===== config.mk =====
export PLATFORM = sky130hd
export DESIGN_NAME = reg_wb_arbiter
export DESIGN_NICKNAME = d
export VERILOG_FILES = /design/src/rtl/reg_bank_pkg.sv /design/src/rtl/rr_arb2.sv /design/src/rtl/reg_wb_arbiter.sv
export SDC_FILE = /design/constraint.sdc
export NUM_CORES = 1
export LEC_CHECK = 0
export CELL_PAD_IN_SITES_DETAIL_PLACEMENT = 1
export CELL_PAD_IN_SITES_GLOBAL_PLACEMENT = 2
export CORE_UTILIZATION = 20
export DETAILED_ROUTE_END_ITERATION = 16
export GPL_TIMING_DRIVEN = 0
export PLACE_DENSITY = 0.93
export SLEW_MARGIN = 20
export SYNTH_ARGS = -nofsm -noshare
export SYNTH_HDL_FRONTEND = slang
export SYNTH_SLANG_ARGS = --single-unit
export TNS_END_PERCENT = 1

===== constraint.sdc =====
create_clock -name CLK -period 2.75 [get_ports CLK]
set_clock_uncertainty 0.1 [all_clocks]
set_input_delay 0.55 -clock CLK [delete_from_list [all_inputs] [get_ports CLK]]
set_output_delay 0.55 -clock CLK [all_outputs]
set_load 0.01 [all_outputs]

===== src/rtl/reg_bank_pkg.sv =====
// Shared constants and the writeback request type for the register bank
// write path. Imported by rr_arb2 and reg_wb_arbiter.
package reg_bank_pkg;

    localparam int ADDR_W = 5;   // 32 registers
    localparam int DATA_W = 32;

    // Hard-wired zero register: writes to it are accepted and dropped.
    localparam logic [ADDR_W-1:0] ZERO_REG = '0;

    typedef struct packed {
        logic [ADDR_W-1:0] addr;
        logic [DATA_W-1:0] data;
    } wb_req_t;

endpackage


===== src/rtl/rr_arb2.sv =====
// Two-way round-robin arbiter. Owns the priority pointer; grants at most one
// valid requester per cycle, nothing while frozen or in reset.
module rr_arb2 (
    input  logic       clk,
    input  logic       rst,
    input  logic       freeze,
    input  logic [1:0] valid,
    output logic [1:0] grant
);

    // Requester favoured when both are valid (0 or 1).
    logic pri;

    // Pick the winner: a lone requester wins, contention goes to pri.
    always_comb begin
        // NOTE: every output of a combinational block gets a default first, so no path leaves it unassigned and no latch is inferred.
        grant = 2'b00;
        if (!rst && !freeze) begin
            case (valid)
                2'b01:   grant = 2'b01;
                2'b10:   grant = 2'b10;
                2'b11:   grant = pri ? 2'b10 : 2'b01;
                default: grant = 2'b00;
            endcase
        end
    end

    // Hand priority to the other side after each grant; hold it otherwise.
    always_ff @(posedge clk) begin
        // NOTE: state registers use non-blocking assignments so every flop samples pre-edge values.
        if (rst) begin
            pri <= 1'b0;
        end else if (grant[0]) begin
            pri <= 1'b1;
        end else if (grant[1]) begin
            pri <= 1'b0;
        end
    end

endmodule


===== src/rtl/reg_wb_arbiter.sv =====
// Writeback arbiter for the single register-bank write port.
// REQ0 = ALU/EX result, REQ1 = memory-load return. Round-robin grant,
// one registered write stage driving AW/DIN/REG_WRITE.
// Optional feature: define REG_WB_BYPASS_EN to add same-cycle read bypass
// ports (RD_ADDR1/2 in, BYP_HIT1/2 and BYP_DATA1/2 out).
module reg_wb_arbiter
    import reg_bank_pkg::*;
(
    input  logic              CLK,
    input  logic              RST,
    input  logic              FREEZE,
    input  logic              REQ0_VALID,
    input  logic [ADDR_W-1:0] REQ0_ADDR,
    input  logic [DATA_W-1:0] REQ0_DATA,
    output logic              REQ0_READY,
    input  logic              REQ1_VALID,
    input  logic [ADDR_W-1:0] REQ1_ADDR,
    input  logic [DATA_W-1:0] REQ1_DATA,
    output logic              REQ1_READY,
    output logic [ADDR_W-1:0] AW,
    output logic [DATA_W-1:0] DIN,
    output logic              REG_WRITE
`ifdef REG_WB_BYPASS_EN
    ,
    input  logic [ADDR_W-1:0] RD_ADDR1,
    input  logic [ADDR_W-1:0] RD_ADDR2,
    output logic              BYP_HIT1,
    output logic              BYP_HIT2,
    output logic [DATA_W-1:0] BYP_DATA1,
    output logic [DATA_W-1:0] BYP_DATA2
`endif
);

    logic [1:0] grant;
    wb_req_t    req0;
    wb_req_t    req1;
    wb_req_t    sel;
    logic       any_grant;

    rr_arb2 u_arb (
        .clk    (CLK),
        .rst    (RST),
        .freeze (FREEZE),
        .valid  ({REQ1_VALID, REQ0_VALID}),
        .grant  (grant)
    );

    assign REQ0_READY = grant[0];
    assign REQ1_READY = grant[1];
    assign any_grant  = |grant;

    // Bundle each requester's payload and steer the granted one to the stage.
    always_comb begin
        req0.addr = REQ0_ADDR;
        req0.data = REQ0_DATA;
        req1.addr = REQ1_ADDR;
        req1.data = REQ1_DATA;
        sel       = grant[1] ? req1 : req0;
    end

    // Write stage: capture the granted write; zero-register writes are
    // accepted but never raise REG_WRITE. AW/DIN hold when nothing is granted.
    always_ff @(posedge CLK) begin
        if (RST) begin
            AW        <= '0;
            DIN       <= '0;
            REG_WRITE <= 1'b0;
        end else begin
            REG_WRITE <= any_grant && (sel.addr != ZERO_REG);
            if (any_grant) begin
                AW  <= sel.addr;
                DIN <= sel.data;
            end
        end
    end

`ifdef REG_WB_BYPASS_EN
    // Forward the write reaching the bank this cycle to matching readers.
    always_comb begin
        BYP_HIT1  = REG_WRITE && (AW == RD_ADDR1) && (RD_ADDR1 != ZERO_REG);
        BYP_HIT2  = REG_WRITE && (AW == RD_ADDR2) && (RD_ADDR2 != ZERO_REG);
        BYP_DATA1 = BYP_HIT1 ? DIN : '0;
        BYP_DATA2 = BYP_HIT2 ? DIN : '0;
    end
`endif

endmodule


Word-level counts from Yosys, hierarchy flattened
Cells that the tools add are included.
Operators by class
  mux-type cells: 6
  reductions and logical operators: 7
  eq/ne operators: 3
Operators with widths (count)
  $mux 37: 1
  $pmux 2 s3: 1
  $reduce_bool 5->1: 1
  $eq 2x2->1 const B: 2
  $mux 2: 2
  $eq 2x1->1 const B: 1
  $logic_and 1x1->1: 2
  $logic_not 1->1: 2
  $mux 1: 2
  $reduce_bool 2->1: 1
  $reduce_or 2->1: 1
Storage, ports and cells
  flip-flop bits (word level): 39
  bits of input ports: 79
  output and inout port bits: 40
  logic and storage cells: 20

Longest topological paths before layout
Gate-level depths: netlist (run 1).
  depth in word-level cells: 6
  depth in mapped cells: 6
  depth with buffers taken out: 4

Modules after synthesis
From an unflattened synthesis (run 1), not the netlist that was laid out.
Second synthesis, totals
  cells, all modules: 180
  area total of the unflattened synthesis: 1918.1 µm²
By module, submodules not included
  reg_wb_arbiter: sequential area each 760.7 µm², area each 1836.8 µm², cells an instance 170, times used 1
  rr_arb2: sequential area each 20.0 µm², area each 81.3 µm², cells an instance 10, times used 1

Worst setup path after synthesis (run 1)
No wires, ideal clock.
  path type: input -> output
  start: in REQ0_VALID
  end: out REQ1_READY
  path buffers: 0
  slack: 1.127 ns
  data required time: 2.100 ns
  stages: 3
  data arrival time: 0.973 ns
  cell sequence: inv_2 o21ai_2 nor3_1
Between the ends
  cells in the longest elaborated chain, start to end: 3
  elaborated cells between the ends (all ways): 5
  those cells by class: eq/ne: 3; mux: 2
Ends and longest elaborated chain
  from (decl): RTL line reg_wb_arbiter.sv:12  | input logic REQ0_VALID,
  $eq 2x2->1 or $eq 2x1->1 (tied branches): RTL line rr_arb2.sv:19  | case (valid)
  $pmux 2 s3 (*): RTL line rr_arb2.sv:19
  $mux 2 (*): RTL line rr_arb2.sv:18  | if (!rst && !freeze) begin
  to (decl): RTL line reg_wb_arbiter.sv:19  | output logic REQ1_READY,
Every way passes the cells marked *; elsewhere a longest branch is shown, timed or not.

Final worst setup path (run 1)
  start: in FREEZE
  end: out REQ0_READY
Between the ends
  cells in the longest elaborated chain, start to end: 3
Ends and longest elaborated chain
  from (decl): RTL line reg_wb_arbiter.sv:11  | input logic FREEZE,
  $logic_not 1->1: RTL line rr_arb2.sv:18
  $logic_and 1x1->1: RTL line rr_arb2.sv:18
  $mux 2: RTL line rr_arb2.sv:18
  to (decl): RTL line reg_wb_arbiter.sv:15  | output logic REQ0_READY,
No other way between the ends.

==> flow_metrics.env, run 1 <==
export IMPL_outcome="finished clean"
export IMPL_first_global_vias=2100
export IMPL_die_y_um=96.98
export IMPL_critPathArrivalTime_ps=1950
export IMPL_synth_top_cells_by_count="39 x dfxtp_1, 31 x nand2_1, 22 x mux2i_1, 22 x nand3b_1, 18 x nor2_1"
export IMPL_first_pass_iters=4
export IMPL_max_slew_margin_pct=59.51
export IMPL_clk_path_buf_depth=2
export IMPL_final_period_utilization_pct=94.60
export IMPL_final_layout_net_count=402
export IMPL_rsz_0062_raised_after_global_routing="false"
export IMPL_post_cts_hold_buffer_count=0
export IMPL_max_vdd_ir_drop_uv=187.4
export IMPL_grt_first_pass_wirelength_um=10380
export IMPL_maxSlewViolCount=0
export IMPL_clk_latency_ps=280
export IMPL_antenna_cells=0
export IMPL_yosysTopAreaCell="dfxtp_1"
export IMPL_post_dp_hpwl_um=4875
export IMPL_cp_max_stage_delay_ps=530
export IMPL_timing_critical_path_slowest_stage_cell="clkdlybuf4s50_1"
export IMPL_drc_errors=0
export IMPL_drt_wirelength_per_cell_um=14.56
export IMPL_ys_warnings_count=0
export IMPL_leakagePower_uw=0.001264
export IMPL_tightest_slew_ps=607.3
export IMPL_clock_pin_transition_on_the_worst_setup_and_hold_timing_paths_ps=80
export IMPL_worstSetupStartpointType="input port"
export IMPL_clock_fmax_mhz=384.4
export IMPL_seq_area_frac_synth_pct=43.27
export IMPL_post_cts_repair_setup_buffers=0
export IMPL_routed_via_count=1970
export IMPL_place_port_buffers=118
export IMPL_route_antenna_remaining_nets=0
export IMPL_timing_setup_tns_ps=0
export IMPL_netlist_cell_type_count=22
export IMPL_grt_start_max_net_pins=13
export IMPL_top_level_ports=119
export IMPL_report_final_hold_viol_count=0
export IMPL_totalWireLength_um=6288
export IMPL_pwr_density_cell_mw_per_mm2=465.6
export IMPL_place_ws_ps=66.86
export IMPL_worst_setup_path_end_kind="output port"
export IMPL_syn_cell_area_mm2=0.001804
export IMPL_drc_marker_count_from_the_first_detailed_route_iteration=38
export IMPL_die_area_mm2=0.009405
export IMPL_worstPathMaxFanout=4
export IMPL_leading_register_cell_type_out_of_synthesis="dfxtp_1"
export IMPL_setup_worst_path_class="in2out"
export IMPL_setup_viol_count_final=0
export IMPL_cp_common_cell="clkdlybuf4s50_1"
export IMPL_initial_core_util_pct=20.69
export IMPL_drt_vias_per_instance=4.560
export IMPL_cap_violations=0
export IMPL_fp_row_count=34
export IMPL_fin_ws_ps=148.6
export IMPL_synth_top_cell_area_share_pct=43.27
export IMPL_initial_antenna_violation_count=0
export IMPL_yosys_top_cells_area="dfxtp_1 43%, mux2i_1 12%, nand3b_1 9.2%"
export IMPL_post_synth_top_count_cell="dfxtp_1"
export IMPL_layout_area_overhead_vs_synth_pct=79.61
export IMPL_period_minus_slack_ps=2601
export IMPL_clockRootBuffer="clkbuf_8"
export IMPL_tritoncts="done"
export IMPL_synth_enable_flop_cells=0
export IMPL_cts_made_buffers=5
export IMPL_type_of_the_worst_min_delay_path="reg2reg"
export IMPL_avgSynthCellArea_um2=9.112
export IMPL_globalRouteOverflowTotal=0
export IMPL_cells_after_synthesis=198
export IMPL_die_w_um=96.98
export IMPL_ys_seq_elements=39
export IMPL_cts_htree_levels=2
export IMPL_post_route_util_pct=37.16
export IMPL_core_region_area_mm2=0.008721
export IMPL_async_flop_share_pct=0
export IMPL_crit_path_cell_trace="clkdlybuf4s50_1 > nor2_2 > and3_1 > clkdlybuf4s50_1"
export IMPL_critPathRequiredTime_ps=2100
export IMPL_r2r_slack_ps=1210
export IMPL_finalWeightedCongestion=0.7113
export IMPL_grt_usage_pct=13.65
export IMPL_numClockSinks=39
export IMPL_syn_num_nets=277
export IMPL_drive_above_1_share_pct=7.716
==> metrics by stage <==
step	cell area, um2	power (uW)	std cells	hold slack [ps]
after floorplan	1804	786.2	198	399.8
after global placement	3120	1017	424	366.4
after detailed placement	3120	1025	424	376.9
after CTS	3238	1537	432	389.4
after global routing	3241	1592	432	400.0
final	3241	1509	432	387.4
==> what timing repair did <==
action	in CTS	in global routing
setup endpoints to repair	0	1
gates resized for setup	0	1
endpoints found under the hold margin	0	0
==> cell usage in the layout (no fill, tap or decap) <==
cell type	Yosys	routed
and3_1	1	1
nand3b_1	22	22
buf_2	5	5
nor3_1	2	2
bufinv_16	0	1
inv_2	1	1
o22ai_1	1	1
clkdlybuf4s50_1	0	117
a311oi_1	10	10
o311a_1	1	1
dfxtp_1	39	39
clkbuf_1	7	7
a311oi_2	5	5
clkbuf_8	0	6
mux2i_1	22	22
nand4_1	1	1
o21ai_0	12	12
nor2_1	18	18
buf_6	4	4
dlymetal6s2s_1	0	1
o21a_1	2	2
or4_1	1	1
o21ai_2	1	1
nand2_1	31	31
o21ai_1	11	11
clkinv_2	0	1
nor2_2	1	1
==> layer usage <==
metal	vias to the layer above	global-route usage, %	wire length, um
met3	7	5.491	548
met2	88	23.46	2913
li1	959	-	-
met4	0	3.789	65
met5	-	0	0
met1	916	15.55	2761
==> state kept, by name, indices dropped and copies added (netlist names) <==
name,flops
AW,5
DIN,32
REG_WRITE,1
u_arb.pri,1
==> worst paths after layout <==
| check | start | end | depth (start not counted) |
|---|---|---|---|
| setup / recovery | FREEZE | REQ0_READY | 4 |
| hold / removal | DIN[10]$_SDFFE_PP0P_ | DIN[10]$_SDFFE_PP0P_ | 2 |
| setup reg to reg | u_arb.pri$_SDFFE_PP0P_ | AW[4]$_SDFFE_PP0P_ | 4 |
| hold reg to reg | DIN[10]$_SDFFE_PP0P_ | DIN[10]$_SDFFE_PP0P_ | 2 |
==> power by group <==
part	switching [uW]	total, uW	internal [uW]
clock network	208	502	294
registers	22.2	628	606
logic	149	378	229
==> kinds of logic after synthesis <==
logic type             count (synthesis)  synth area share [%]
buffers and inverters                 17                 5.548
AOI/OAI and AO/OA                     43                 17.61
and+or+nand+nor                       77                 21.36
DFF                                   39                 43.27
muxes                                 22                 12.21
==> worst max-delay path, delay by kind of cell <==
family                 cells  cell delay [ps]
buffers and inverters      2             1010
and+or+nand+nor            2              380
==> final cells by class <==
| class | count | area (um2) |
|---|---|---|
| plain buffers | 16 | 96.34 |
| clock buffers | 6 | 82.58 |
| clock inverters | 2 | 35.03 |
| fillers | 1038 | 5480 |
| inverters | 1 | 3.754 |
| multi-input cells | 142 | 923.4 |
| flip-flops and latches | 39 | 780.7 |
| well taps | 108 | 135.1 |
| repair buffers | 118 | 1184 |
(Power assumes the default switching activity.)
==> run 2, diff against run 1 <==
--- a/config.mk
+++ b/config.mk
@@ -10,7 +10,7 @@
 export CORE_UTILIZATION = 20
 export DETAILED_ROUTE_END_ITERATION = 16
 export GPL_TIMING_DRIVEN = 0
-export PLACE_DENSITY = 0.93
+export PLACE_DENSITY_LB_ADDON = 0.05
 export SLEW_MARGIN = 20
 export SYNTH_ARGS = -nofsm -noshare
 export SYNTH_HDL_FRONTEND = slang
==> flow_metrics.env, run 2 (synthesis gave the netlist of run 1 again) <==
export IMPL_tritoncts="done"
export IMPL_place_ws_ps=-48.11
export IMPL_post_cts_repair_setup_buffers=0
export IMPL_worstSetupStartpointType="input port"
export IMPL_final_period_utilization_pct=96.93
export IMPL_top_level_ports=119
export IMPL_die_y_um=96.98
export IMPL_core_region_area_mm2=0.008721
export IMPL_crit_path_cell_trace="clkdlybuf4s50_1 > o21ai_2 > nor3_2 > clkdlybuf4s50_1"
export IMPL_outcome="finished clean"
export IMPL_drt_vias_per_instance=4.472
export IMPL_critPathRequiredTime_ps=2100
export IMPL_grt_first_pass_wirelength_um=10300
export IMPL_drc_errors=0
export IMPL_cts_htree_levels=2
export IMPL_cp_max_stage_delay_ps=580
export IMPL_final_layout_net_count=402
export IMPL_grt_start_max_net_pins=12
export IMPL_post_cts_hold_buffer_count=0
export IMPL_fin_ws_ps=84.39
export IMPL_finalWeightedCongestion=0.6692
export IMPL_setup_worst_path_class="in2out"
export IMPL_die_area_mm2=0.009405
export IMPL_final_hold_worst_slack_ps=384.1
export IMPL_route_antenna_remaining_nets=0
export IMPL_min_delay_startpoint="DIN[6]$_SDFFE_PP0P_"
export IMPL_max_slew_margin_pct=62.35
export IMPL_period_minus_slack_ps=2666
export IMPL_rsz_0062_raised_after_global_routing="false"
export IMPL_initial_core_util_pct=20.69
export IMPL_clock_pin_transition_on_the_worst_setup_and_hold_timing_paths_ps=80
export IMPL_worst_setup_path_end_kind="output port"
export IMPL_startpoint="REQ1_VALID"
export IMPL_initial_antenna_violation_count=0
export IMPL_grt_usage_pct=13.75
export IMPL_drt_wirelength_per_cell_um=14.78
export IMPL_type_of_the_worst_min_delay_path="reg2reg"
export IMPL_setup_viol_count_final=0
export IMPL_post_route_util_pct=36.99
export IMPL_leakagePower_uw=0.001238
export IMPL_r2r_slack_ps=1230
export IMPL_die_w_um=96.98
export IMPL_final_cell_mix="118 x clkdlybuf4s50_1, 39 x dfxtp_1, 31 x nand2_1"
export IMPL_numPlacedInstances=424
export IMPL_cts_made_buffers=5
export IMPL_hold_path_depth=2
export IMPL_reg2reg_depth=4
export IMPL_cp_common_cell="clkdlybuf4s50_1"
export IMPL_timing_critical_path_slowest_stage_cell="clkdlybuf4s50_1"
export IMPL_layout_area_overhead_vs_synth_pct=78.78
export IMPL_drive_above_1_share_pct=7.716
export IMPL_fp_row_count=34
export IMPL_numClockSinks=39
export IMPL_max_vdd_ir_drop_uv=169.1
export IMPL_largest_register_ff_count=32
export IMPL_globalRouteOverflowTotal=0
export IMPL_cap_violations=0
export IMPL_clk_latency_ps=290
export IMPL_maxSlewViolCount=0
export IMPL_routed_via_count=1932
export IMPL_critPathArrivalTime_ps=2020
export IMPL_clock_fmax_mhz=375.1
export IMPL_clk_path_buf_depth=2
export IMPL_post_dp_hpwl_um=4905
export IMPL_timing_setup_tns_ps=0
export IMPL_registers_top_by_ff_count="DIN"
export IMPL_totalWireLength_um=6386
export IMPL_first_pass_iters=3
export IMPL_report_final_hold_viol_count=0
export IMPL_antenna_cells=0
export IMPL_drc_marker_count_from_the_first_detailed_route_iteration=53
export IMPL_worstPathMaxFanout=5
export IMPL_critical_path_reg2reg_startpoint="u_arb.pri$_SDFFE_PP0P_"
export IMPL_tightest_slew_ps=564.7
export IMPL_place_port_buffers=118
export IMPL_instances_no_fill=432
export IMPL_clockRootBuffer="clkbuf_8"
export IMPL_largestRegisters="DIN x32, AW x5"
export IMPL_pwr_density_cell_mw_per_mm2=447.9
export IMPL_first_global_vias=2043
export IMPL_mostFrequentLayoutCell="clkdlybuf4s50_1"
==> run 2: cell types whose count changed in the layout (fill, tap and decap cells not counted) <==
| cell | previous run | this run |
|---|---|---|
| bufinv_16 | 1 | 0 |
| clkbuf_8 | 6 | 7 |
| clkdlybuf4s50_1 | 117 | 118 |
| clkbuf_1 | 7 | 8 |
| nor3_2 | 0 | 1 |
| nor3_1 | 2 | 1 |
| clkinv_2 | 1 | 0 |
| dlymetal6s2s_1 | 1 | 0 |
==> run 2: layer usage <==
metal	share of wire, %	GRT usage (%)
met5	0	0
met4	1.0	3.444
met3	6.8	4.697
met2	48	23.51
met1	45	16.42
==> run 2: final timing paths <==
check	end
max reg2reg	AW[2]$_SDFFE_PP0P_
max	REQ1_READY
min reg2reg	DIN[6]$_SDFFE_PP0P_
min	DIN[6]$_SDFFE_PP0P_
==> run 2: per-stage QoR <==
stage	total power [uW]	cell area, um2
6_report	1445	3226
3_5_place_dp	1025	3120
5_1_grt	1524	3226
4_1_cts	1472	3226
3_3_place_gp	1023	3120
2_1_floorplan	786.2	1804
==> run 2: where the power goes <==
part / internal, uW / switching (uW) / leakage (uW)
clock: 229 / 210 / 0.0000515
sequential: 606 / 20.7 / 0.000321
combinational: 229 / 149 / 0.000865
total: 1060 / 380 / 0.00124
==> run 2: repair_timing <==
| action | 4_1_cts | 5_1_grt |
|---|---|---|
| endpoints found under the hold margin | 0 | 0 |
| resized for setup | 1 | 0 |
| setup endpoints to repair | 1 | 0 |
==> run 2: cell type report <==
class	count	area, um2
buffer	16	96.34
clock buffer	8	100.1
fill	1007	5495
inverter	1	3.754
multi-input combinational	142	928.4
sequential	39	780.7
tap	108	135.1
timing repair buffer	118	1181
==> run 2: critical path, delay by kind of cell <==
| family | cells | cell delay (ps) |
|---|---|---|
| AOI/OAI and AO/OA | 1 | 110 |
| buffers and inverters | 2 | 1150 |
| and+or+nand+nor | 1 | 190 |
